**src/rtl/pd_ctrl_pkg.sv**
```systemverilog
// Shared types and constants for the PD multicycle control path:
// FSM state encoding, RV32I base opcodes and the instruction classes
// that the sequencer steers on.
package pd_ctrl_pkg;

  typedef enum logic [2:0] {
    ST_IDLE      = 3'd0,
    ST_FETCH     = 3'd1,
    ST_DECODE    = 3'd2,
    ST_EXECUTE   = 3'd3,
    ST_MEMORY    = 3'd4,
    ST_WRITEBACK = 3'd5,
    ST_HALT      = 3'd6
  } state_t;

  localparam int CLS_W = 4;

  typedef enum logic [CLS_W-1:0] {
    CLS_ALU     = 4'd0,
    CLS_LUI     = 4'd1,
    CLS_AUIPC   = 4'd2,
    CLS_JAL     = 4'd3,
    CLS_JALR    = 4'd4,
    CLS_BRANCH  = 4'd5,
    CLS_LOAD    = 4'd6,
    CLS_STORE   = 4'd7,
    CLS_SYSTEM  = 4'd8,
    CLS_ILLEGAL = 4'd9
  } cls_t;

  localparam logic [6:0] OPC_LUI    = 7'b0110111;
  localparam logic [6:0] OPC_AUIPC  = 7'b0010111;
  localparam logic [6:0] OPC_JAL    = 7'b1101111;
  localparam logic [6:0] OPC_JALR   = 7'b1100111;
  localparam logic [6:0] OPC_BRANCH = 7'b1100011;
  localparam logic [6:0] OPC_LOAD   = 7'b0000011;
  localparam logic [6:0] OPC_STORE  = 7'b0100011;
  localparam logic [6:0] OPC_OP_IMM = 7'b0010011;
  localparam logic [6:0] OPC_OP     = 7'b0110011;
  localparam logic [6:0] OPC_SYSTEM = 7'b1110011;

  // Classes that need a data-memory access before they can retire
  function automatic logic cls_is_mem(input cls_t c);
    return (c == CLS_LOAD) || (c == CLS_STORE);
  endfunction

  // Classes whose next PC comes from the ALU target rather than PC+4
  function automatic logic cls_is_jump(input cls_t c);
    return (c == CLS_JAL) || (c == CLS_JALR);
  endfunction

endpackage

```
**src/rtl/pd_opcode_classifier.sv**
```systemverilog
// Pure combinational opcode decoder: maps the 7-bit major opcode onto the
// instruction class the sequencer uses to pick its path through the stages.
module pd_opcode_classifier
  import pd_ctrl_pkg::*;
(
  input  logic [6:0]       i_opcode,
  output logic [CLS_W-1:0] o_cls
);

  // Anything outside the supported base set decodes as ILLEGAL
  always_comb begin
    o_cls = CLS_ILLEGAL;
    case (i_opcode)
      OPC_OP_IMM: o_cls = CLS_ALU;
      OPC_OP:     o_cls = CLS_ALU;
      OPC_LUI:    o_cls = CLS_LUI;
      OPC_AUIPC:  o_cls = CLS_AUIPC;
      OPC_JAL:    o_cls = CLS_JAL;
      OPC_JALR:   o_cls = CLS_JALR;
      OPC_BRANCH: o_cls = CLS_BRANCH;
      OPC_LOAD:   o_cls = CLS_LOAD;
      OPC_STORE:  o_cls = CLS_STORE;
      OPC_SYSTEM: o_cls = CLS_SYSTEM;
      default:    o_cls = CLS_ILLEGAL;
    endcase
  end

endmodule

```
**src/rtl/pd_multicycle_sequencer.sv**
```systemverilog
// Multicycle control FSM for the shared PD datapath. Walks one instruction
// at a time through FETCH/DECODE/EXECUTE/MEMORY/WRITEBACK, handshakes with
// instruction and data memory, owns every PC update, counts retirements and
// halts (optionally with an error) on SYSTEM, illegal opcodes or a memory
// that stops answering.
module pd_multicycle_sequencer
  import pd_ctrl_pkg::*;
#(
  parameter int RETIRE_W       = 32,
  parameter int TIMEOUT_CYCLES = 16
) (
  input  logic                clk,
  input  logic                reset,
  input  logic                run,
  output logic                imem_req,
  input  logic                imem_ready,
  input  logic [6:0]          d_opcode,
  input  logic                e_br_taken,
  output logic                dmem_req,
  output logic                dmem_we,
  input  logic                dmem_ready,
  output logic                ir_we,
  output logic                f_pc_we,
  output logic                pc_sel,
  output logic                rf_we,
  output logic [2:0]          state,
  output logic                halt,
  output logic                err,
  output logic [RETIRE_W-1:0] retired
);

  // The wait counter only has to hold values up to TIMEOUT_CYCLES-1: the
  // cycle that would reach TIMEOUT_CYCLES is the one that halts.
  localparam int               TMO_W     = (TIMEOUT_CYCLES > 1) ? $clog2(TIMEOUT_CYCLES) : 1;
  localparam bit               TMO_EN    = (TIMEOUT_CYCLES != 0);
  localparam logic [TMO_W-1:0] TMO_LIMIT = TMO_W'(TIMEOUT_CYCLES - 1);

  state_t                r_state;
  cls_t                  r_cls;
  logic [TMO_W-1:0]      r_tmo;
  logic                  r_halt;
  logic                  r_err;
  logic [RETIRE_W-1:0]   r_retired;

  logic [CLS_W-1:0]      w_cls_raw;
  cls_t                  w_cls;
  logic                  w_wait;
  logic                  w_tmo_hit;
  logic                  w_retire;
  state_t                w_after_retire;

  pd_opcode_classifier u_classifier (
    .i_opcode (d_opcode),
    .o_cls    (w_cls_raw)
  );

  assign w_cls = cls_t'(w_cls_raw);

  // A memory wait cycle is any FETCH/MEMORY cycle without the matching ready;
  // ready arriving on the limit cycle suppresses the timeout.
  always_comb begin
    w_wait = ((r_state == ST_FETCH)  && !imem_ready) ||
             ((r_state == ST_MEMORY) && !dmem_ready);
    w_tmo_hit      = TMO_EN && w_wait && (r_tmo == TMO_LIMIT);
    w_after_retire = run ? ST_FETCH : ST_IDLE;
  end

  // Datapath enables and memory requests, decoded from the registered state
  // (plus the ready/branch inputs that qualify them) so they are valid in the
  // same cycle as the state they belong to.
  always_comb begin
    imem_req = 1'b0;
    ir_we    = 1'b0;
    dmem_req = 1'b0;
    dmem_we  = 1'b0;
    f_pc_we  = 1'b0;
    pc_sel   = 1'b0;
    rf_we    = 1'b0;
    w_retire = 1'b0;
    case (r_state)
      ST_FETCH: begin
        imem_req = 1'b1;
        ir_we    = imem_ready;
      end
      ST_EXECUTE: begin
        if (r_cls == CLS_BRANCH) begin
          f_pc_we  = 1'b1;
          pc_sel   = e_br_taken;
          w_retire = 1'b1;
        end
      end
      ST_MEMORY: begin
        dmem_req = 1'b1;
        dmem_we  = (r_cls == CLS_STORE);
        if (dmem_ready && (r_cls == CLS_STORE)) begin
          f_pc_we  = 1'b1;
          w_retire = 1'b1;
        end
      end
      ST_WRITEBACK: begin
        rf_we    = 1'b1;
        f_pc_we  = 1'b1;
        pc_sel   = cls_is_jump(r_cls);
        w_retire = 1'b1;
      end
      default: ;
    endcase
  end

  // Sequencer FSM with its class, wait-timeout, status and retire registers
  always_ff @(posedge clk or negedge reset) begin
    if (!reset) begin
      r_state   <= ST_IDLE;
      r_cls     <= CLS_ALU;
      r_tmo     <= '0;
      r_halt    <= 1'b0;
      r_err     <= 1'b0;
      r_retired <= '0;
    end else begin
      case (r_state)
        ST_IDLE: begin
          if (run) r_state <= ST_FETCH;
        end
        ST_FETCH: begin
          if (imem_ready) begin
            r_state <= ST_DECODE;
          end else if (w_tmo_hit) begin
            r_state <= ST_HALT;
            r_halt  <= 1'b1;
            r_err   <= 1'b1;
          end
        end
        ST_DECODE: begin
          r_cls <= w_cls;
          if (w_cls == CLS_SYSTEM) begin
            r_state <= ST_HALT;
            r_halt  <= 1'b1;
          end else if (w_cls == CLS_ILLEGAL) begin
            r_state <= ST_HALT;
            r_halt  <= 1'b1;
            r_err   <= 1'b1;
          end else begin
            r_state <= ST_EXECUTE;
          end
        end
        ST_EXECUTE: begin
          if (r_cls == CLS_BRANCH)      r_state <= w_after_retire;
          else if (cls_is_mem(r_cls))   r_state <= ST_MEMORY;
          else                          r_state <= ST_WRITEBACK;
        end
        ST_MEMORY: begin
          if (dmem_ready) begin
            r_state <= (r_cls == CLS_STORE) ? w_after_retire : ST_WRITEBACK;
          end else if (w_tmo_hit) begin
            r_state <= ST_HALT;
            r_halt  <= 1'b1;
            r_err   <= 1'b1;
          end
        end
        ST_WRITEBACK: begin
          r_state <= w_after_retire;
        end
        ST_HALT: begin
          r_state <= ST_HALT;
        end
        default: begin
          // Corrupted encoding: park in HALT and flag it
          r_state <= ST_HALT;
          r_halt  <= 1'b1;
          r_err   <= 1'b1;
        end
      endcase

      if (TMO_EN && w_wait && !w_tmo_hit) r_tmo <= r_tmo + TMO_W'(1);
      else                                r_tmo <= '0;

      if (w_retire) r_retired <= r_retired + RETIRE_W'(1);
    end
  end

  assign state   = r_state;
  assign halt    = r_halt;
  assign err     = r_err;
  assign retired = r_retired;

endmodule

```
**config.mk**
```make
export PLATFORM = sky130hd
export DESIGN_NAME = pd_multicycle_sequencer
export DESIGN_NICKNAME = d
export VERILOG_FILES = /design/src/rtl/pd_ctrl_pkg.sv /design/src/rtl/pd_opcode_classifier.sv /design/src/rtl/pd_multicycle_sequencer.sv
export SDC_FILE = /design/constraint.sdc
export NUM_CORES = 1
export LEC_CHECK = 0
export ABC_AREA = 1
export CAP_MARGIN = 20
export CORE_UTILIZATION = 56
export DETAILED_ROUTE_END_ITERATION = 8
export PLACE_DENSITY_LB_ADDON = 0.05
export SETUP_SLACK_MARGIN = 0.02
export SYNTH_ARGS = -nofsm -noshare
export SYNTH_HDL_FRONTEND = slang
export SYNTH_SLANG_ARGS = --single-unit
```
**constraint.sdc**
```tcl
create_clock -name clk -period 3.6 [get_ports clk]
set_input_delay 1.08 -clock clk [delete_from_list [all_inputs] [get_ports clk]]
set_output_delay 1.08 -clock clk [all_outputs]
set_load 0.005 [all_outputs]
```
==> results of run 1 <==
==> cell usage in the layout (no fill, tap or decap), types with 4 or more instances in the layout <==
master,Yosys,layout
nand4_1,12,12
xnor2_1,12,12
xor2_1,18,18
inv_1,53,53
nor3_1,10,10
nor2_1,63,63
dfrtp_1,45,45
nand3_1,15,15
nand2_2,4,4
clkbuf_8,0,6
clkdlybuf4s50_1,0,55
nand2_1,129,129
o21ai_0,18,18
a21oi_1,7,7
==> flip-flops by register name (all words and copies together) (netlist names) <==
name	count
halt	1
err	1
retired	32
r_tmo	4
state	3
r_cls	4
==> worst reg2reg max path: stages (launching register included) <==
cell and delay (ns):
dfrtp_1 0.56, inv_1 0.08, nor2_1 0.14, nand2_1 0.08
inv_1 0.12, nor2_2 0.07, nand2_4 0.07, buf_4 0.34
inv_1 0.30, nor2_1 0.18, xor2_1 0.15
==> per-layer routing <==
metal / track usage [%] / up-vias
met5: 0 / -
met4: 5.870 / 0
met3: 5.014 / 5
met2: 41.94 / 86
met1: 38.14 / 1280
li1: - / 1415
==> how the worst max path moves through the flow <==
stage	startpoint	endpoint	slack [ns]	cells past startpoint
after floorplan	dmem_ready	f_pc_we	1.09	3
after CTS	dmem_ready	f_pc_we	0.22	4
final	dmem_ready	f_pc_we	0.23	4
after global routing	dmem_ready	f_pc_we	0.18	4
after detailed placement	dmem_ready	f_pc_we	0.24	4
after global placement	dmem_ready	f_pc_we	0.24	4
==> kinds of logic (layout without fill, tap and decap cells) <==
family	Yosys count	count (layout)	share of synthesized area (%)
and+or+nand+nor	249	249	37.86
buffers and inverters	60	118	8.531
DFF	45	45	38.20
AOI/OAI and AO/OA	30	30	5.646
xor gates and xnor gates	30	30	8.913
adders and majority gates	2	2	0.8488
==> layout make-up <==
type,instances,area share [%]
multi-input combinational,311,43.19
tap,70,2.409
timing repair buffer,57,15.49
clock buffer,7,2.374
inverter,54,5.575
sequential,45,30.97
==> metrics by stage <==
step	util, %	setup slack (ns)	area (sq um)	cells
global route	71.65	0.1830	3636	544
detailed placement	69.95	0.2351	3550	537
floorplan	-	1.089	2948	416
CTS	71.65	0.2248	3636	544
finish	71.65	0.2263	3636	544
global placement	69.95	0.2392	3550	537
==> where the power goes <==
| group | switching, mW | total [mW] | internal, mW |
|---|---|---|---|
| sequential | 0.000286 | 0.506 | 0.506 |
| combinational | 0.0209 | 0.0363 | 0.0153 |
| clock | 0.160 | 0.312 | 0.152 |
| total | 0.181 | 0.854 | 0.673 |
==> impl_results.md, run 1 <==
* Crit path cell chain: clkdlybuf4s50_1 > nand2_2 > nand2_4 > clkdlybuf4s50_1
* FF-to-FF Start: state[0]
* Slowest cell delay on critical path at 0.54 ns
* Setup crit end kind: primary output
* Synth Register Bits at 45
* Reg clk slew, reported paths at 0.08 ns
* Relative slew slack at 36.33%
* CTS-repair resized insts at 0
* Fin. Hold Viols at 0
* Die area at 5558 sq um
* N_diodes at 0
* Crit path buf inv count at 2
* Worst reg-to-reg path cell count at 10
* Largest net degree at the start of global routing at 46
* Worst Max-Slew Pin Slew at 0.9551 ns
* Number of enable flip-flop cells after synthesis at 0
* Hold endpoint: err
* Vias per cell at 5.121
* Worst Min Path Start: err
* FP Rows at 26
* Worst flop-to-flop path endpoint: retired[12]
* Synth top area share at 38.20%
* Largest delay contributor family on the critical path: buffers and inverters
* Met3 WL at 411 um
* Count of buffers from port buffering at 56
* Fin crit period at 3.374 ns
* Iteration count of the initial detailed-routing pass at 7
* Synth cell types at 32
* Hpwl dp at 5.256 mm
* First-pass GRT wire length at between 10 and 15 mm
* Reg area at 1126 sq um
* Slowest-stage cell, CP: clkdlybuf4s50_1
* Synth-to-layout area growth at 23.34%
* Reg2reg setup slack at 1.44 ns
* Power Total at 854.3 uW
* Clk buf depth at 2
* DR WL/cell at 12.49 um
* LEAKAGE at 1.646 nW
* Area of the multi-input gates at 1570 sq um
* Die Wd at roughly 75 um
* Post-DRT Antenna Nets at 0
* Initial antenna violation count at 0
* Critical Path RT at around 2.5 ns
* Hold-fix buffers at CTS at 0
* Setup-failing EPs final at 0
* Mapped Nets at 431
* WL met1 at 3.304 mm
* CTS tree: built
* Count of pins over their slew limit at 0
* Boundary pin count at 57
* Worst hold margin at 0.4649 ns
* Startpoint types: input pin
* Setup total negative slack at 0 ns
* Crit path kind: in2out
* Syn Inst Count at 416
* Worst VDD drop at around 0.00012 V
* Cts bufs inserted at 5
* Nets at ~490
* DRC viols at 0
* All-Layer GR Usage at 26.65%
* Total routed wirelength at 6.792 mm
* DR WL met2 at 3.018 mm
* Clk_skew at approximately 0.011 ns
* Synthesized area per cell at 7.086 sq um
* Via count at 2786
* Clk root buf: clkbuf_8
* GR Overflow Total at 0
* Ys async rst share at 100.0%
* Register area share after synthesis at 38.20%
* Cell taking the most area after synthesis: dfrtp_1
* Max_cap viols at 0
* Clk_lat worst skew at 0.29 ns
* Worst min path class: reg2reg
* Die Y-Extent at approximately 75 um
* Filler cell count at 444
* Count leader, synth: nand2_1
* Top Metal Used: met4
* WP data arrival at ~2.3 ns
* Worst-path maximum fanout at 3
* Tcrit/Tclk final at 93.71%
* Hold depth at 1
* Initial Util at 58.09%
* DR iter-0 viols at 203
* Number of global-route vias before repair at approximately 2500
* Core Area at 5075 sq um
* Top FF cell, synth: dfrtp_1
* Power per cell area at 235.0 nW/um^2
* Post-synthesis cell area at 2948 sq um
* Top cells by count, synth: 129 x nand2_1, 63 x nor2_1, 53 x inv_1
* Htree depth at 2
* Sink Count at 45
* GP Congestion at 0.9291
* Cell mode on critical path: clkdlybuf4s50_1
* Layout cell share with drive strength beyond 1 at 5.696%
* Syn. warnings at 0
* RSZ-0062 raised after global routing: no
* Area contributors post-synth: dfrtp_1 38%, nand2_1 16%, nor2_1 8.0%, inv_1 6.7%, xor2_1 5.3%
* Postcts setup bufs at 0
* Status: complete, no violations
* FMAX at just under 300 MHz
No activity file was read; power rests on OpenSTA's default activity.
==> inputs of run 2 (changes only) <==
CORE_ASPECT_RATIO = 0.5   (was not set)
CORE_UTILIZATION = 55   (was 56)
SKIP_CTS_REPAIR_TIMING = 1   (was not set)
==> impl_results.md, run 2 (synthesis gave the netlist of run 1 again) <==
* First-pass GRT wire length at 11.63 mm
* Worst VDD drop at about 0.00016 V
* Cts bufs inserted at 5
* Worst Setup EP: f_pc_we
* Clk root buf: clkbuf_8
* Fin crit period at 3.369 ns
* Sw Pwr at 189.2 uW
* Initial Util at 58.43%
* Slowest-stage cell, CP: clkdlybuf4s50_1
* Via count at 2845
* Initial antenna violation count at 0
* Count of pins over their slew limit at 0
* LEAKAGE at 1.651 nW
* Power Total at roughly 850 uW
* Max reg flops at 32
* Most frequent cells in the layout: 129 x nand2_1, 63 x nor2_1, 55 x clkdlybuf4s50_1, 53 x inv_1, 45 x dfrtp_1
* Final core occ at 72.35%
* Clk_lat worst skew at 0.30 ns
* Setup crit end kind: primary output
* Worst reg-to-reg path cell count at 9
* Worst min path class: reg2reg
* Crit path buf inv count at 2
* Worst Max-Slew Pin Slew at 0.6013 ns
* Htree depth at 2
* Die Wd at 105.5 um
* Worst-path maximum fanout at 3
* FMAX at 296.8 MHz
* Sw Share at 22.25%
* Worst flop-to-flop path endpoint: retired[12]
* RSZ-0062 raised after global routing: no
* WP data arrival at 2.29 ns
* Number of global-route vias before repair at 2641
* Total routed wirelength at 7.133 mm
* Count of buffers from port buffering at 56
* Core Area at ~5000 sq um
* Critical path startpoint: dmem_ready
* GP Congestion at 0.9401
* DR WL/cell at 13.06 um
* Boundary pin count at between 50 and 60
* Critical Path RT at 2.52 ns
* Fin. Hold Viols at 0
* Cell mode on critical path: clkdlybuf4s50_1
* Reg clk slew, reported paths at 0.07 ns
* Post-DRT Antenna Nets at 0
* Crit path cell chain: clkdlybuf4s50_1 > nand2_2 > nand2_4 > clkdlybuf4s50_1
* Max_cap viols at 0
* Clk buf depth at 2
* Die Y-Extent at 53.77 um
* Tcrit/Tclk final at 93.58%
* N_diodes at 0
* Synth-to-layout area growth at 23.81%
* Sink Count at 45
* Setup-failing EPs final at 0
* Slowest cell delay on critical path at 0.52 ns
* Power share of the combinational group at between 4 and 5%
* Startpoint types: input pin
* FF-to-FF Start: state[0]
* Status: complete, no violations
* Clock network fraction of total power at 35.8%
* Relative slew slack at 59.70%
* Crit path kind: in2out
* Vias per cell at 5.211
* Setup total negative slack at 0 ns
* Largest delay contributor family on the critical path: buffers and inverters
* Most common cell after layout, fill and taps aside: nand2_1
* All-Layer GR Usage at 26.51%
* Iteration count of the initial detailed-routing pass at 5
* Crit path depth at 4
* Die area at around 5700 sq um
* Clk_skew at 0.008577 ns
* Largest net degree at the start of global routing at 46
* Flop pwr share at 59.5%
* DRC viols at 0
* Nets at 490
* DR iter-0 viols at between 150 and 200
* Layout cell share with drive strength beyond 1 at 5.672%
* GR Overflow Total at 0
* Power per cell area at 233.0 nW/um^2
* CTS tree: built
* Worst hold margin at between 0.4 and 0.5 ns
* Reg2reg setup slack at 1.34 ns
* Pint at 661.2 uW
* Hpwl dp at roughly 5.4 mm
* FP Rows at 18
## run 2: power by group through the flow
stage | Clock, mW | Combinational (mW) | Sequential, mW
6_report | 0.304 | 0.0404 | 0.506
5_1_grt | 0.328 | 0.0458 | 0.506
4_1_cts | 0.311 | 0.0380 | 0.506
3_5_place_dp | 0 | 0.0381 | 0.516
3_3_place_gp | 0 | 0.0359 | 0.516
2_1_floorplan | 0 | 0.00881 | 0.516
## run 2: per-layer routing
layer  part of all wire, %  vias to the layer above  track usage, %
li1                      -                     1417               -
met1                    47                     1314           33.71
met2                    45                       97           47.26
met3                   5.8                       17           5.690
met4                   1.5                        0           7.407
met5                     0                        -               0
## run 2: layout make-up
| cell class | instances | area, sq um |
|---|---|---|
| clock buffers | 8 | 80.08 |
| fillers | 447 | 1395 |
| inverters | 54 | 202.7 |
| multi-input cells | 311 | 1570 |
| flip-flops and latches | 45 | 1126 |
| well taps | 70 | 87.58 |
| repair buffers | 58 | 583.1 |
## run 2: worst register-to-register path, stage by stage (launching register included)
cell	delay (ns)
dfrtp_1	0.51
nor2_4	0.20
nand2_4	0.09
nor3_4	0.19
nand2_2	0.09
nand2_4	0.11
buf_4	0.34
inv_1	0.31
nor2_1	0.21
xor2_1	0.16
## run 2: how the worst min path moves through the flow
stage,start,end,depth (start not counted)
detailed placement,halt,halt,2
global placement,err,err,1
floorplan,r_tmo[0],r_tmo[0],1
global route,r_tmo[0],r_tmo[0],1
CTS,halt,halt,2
finish,halt,halt,2
## run 2: stage by stage
step                instances  cell area, sq um  setup slack (ns)
global route              546              3650            0.1974
floorplan                 416              2948             1.089
detailed placement        537              3550            0.2408
CTS                       545              3630            0.2401
finish                    546              3650            0.2310
global placement          537              3550            0.2446
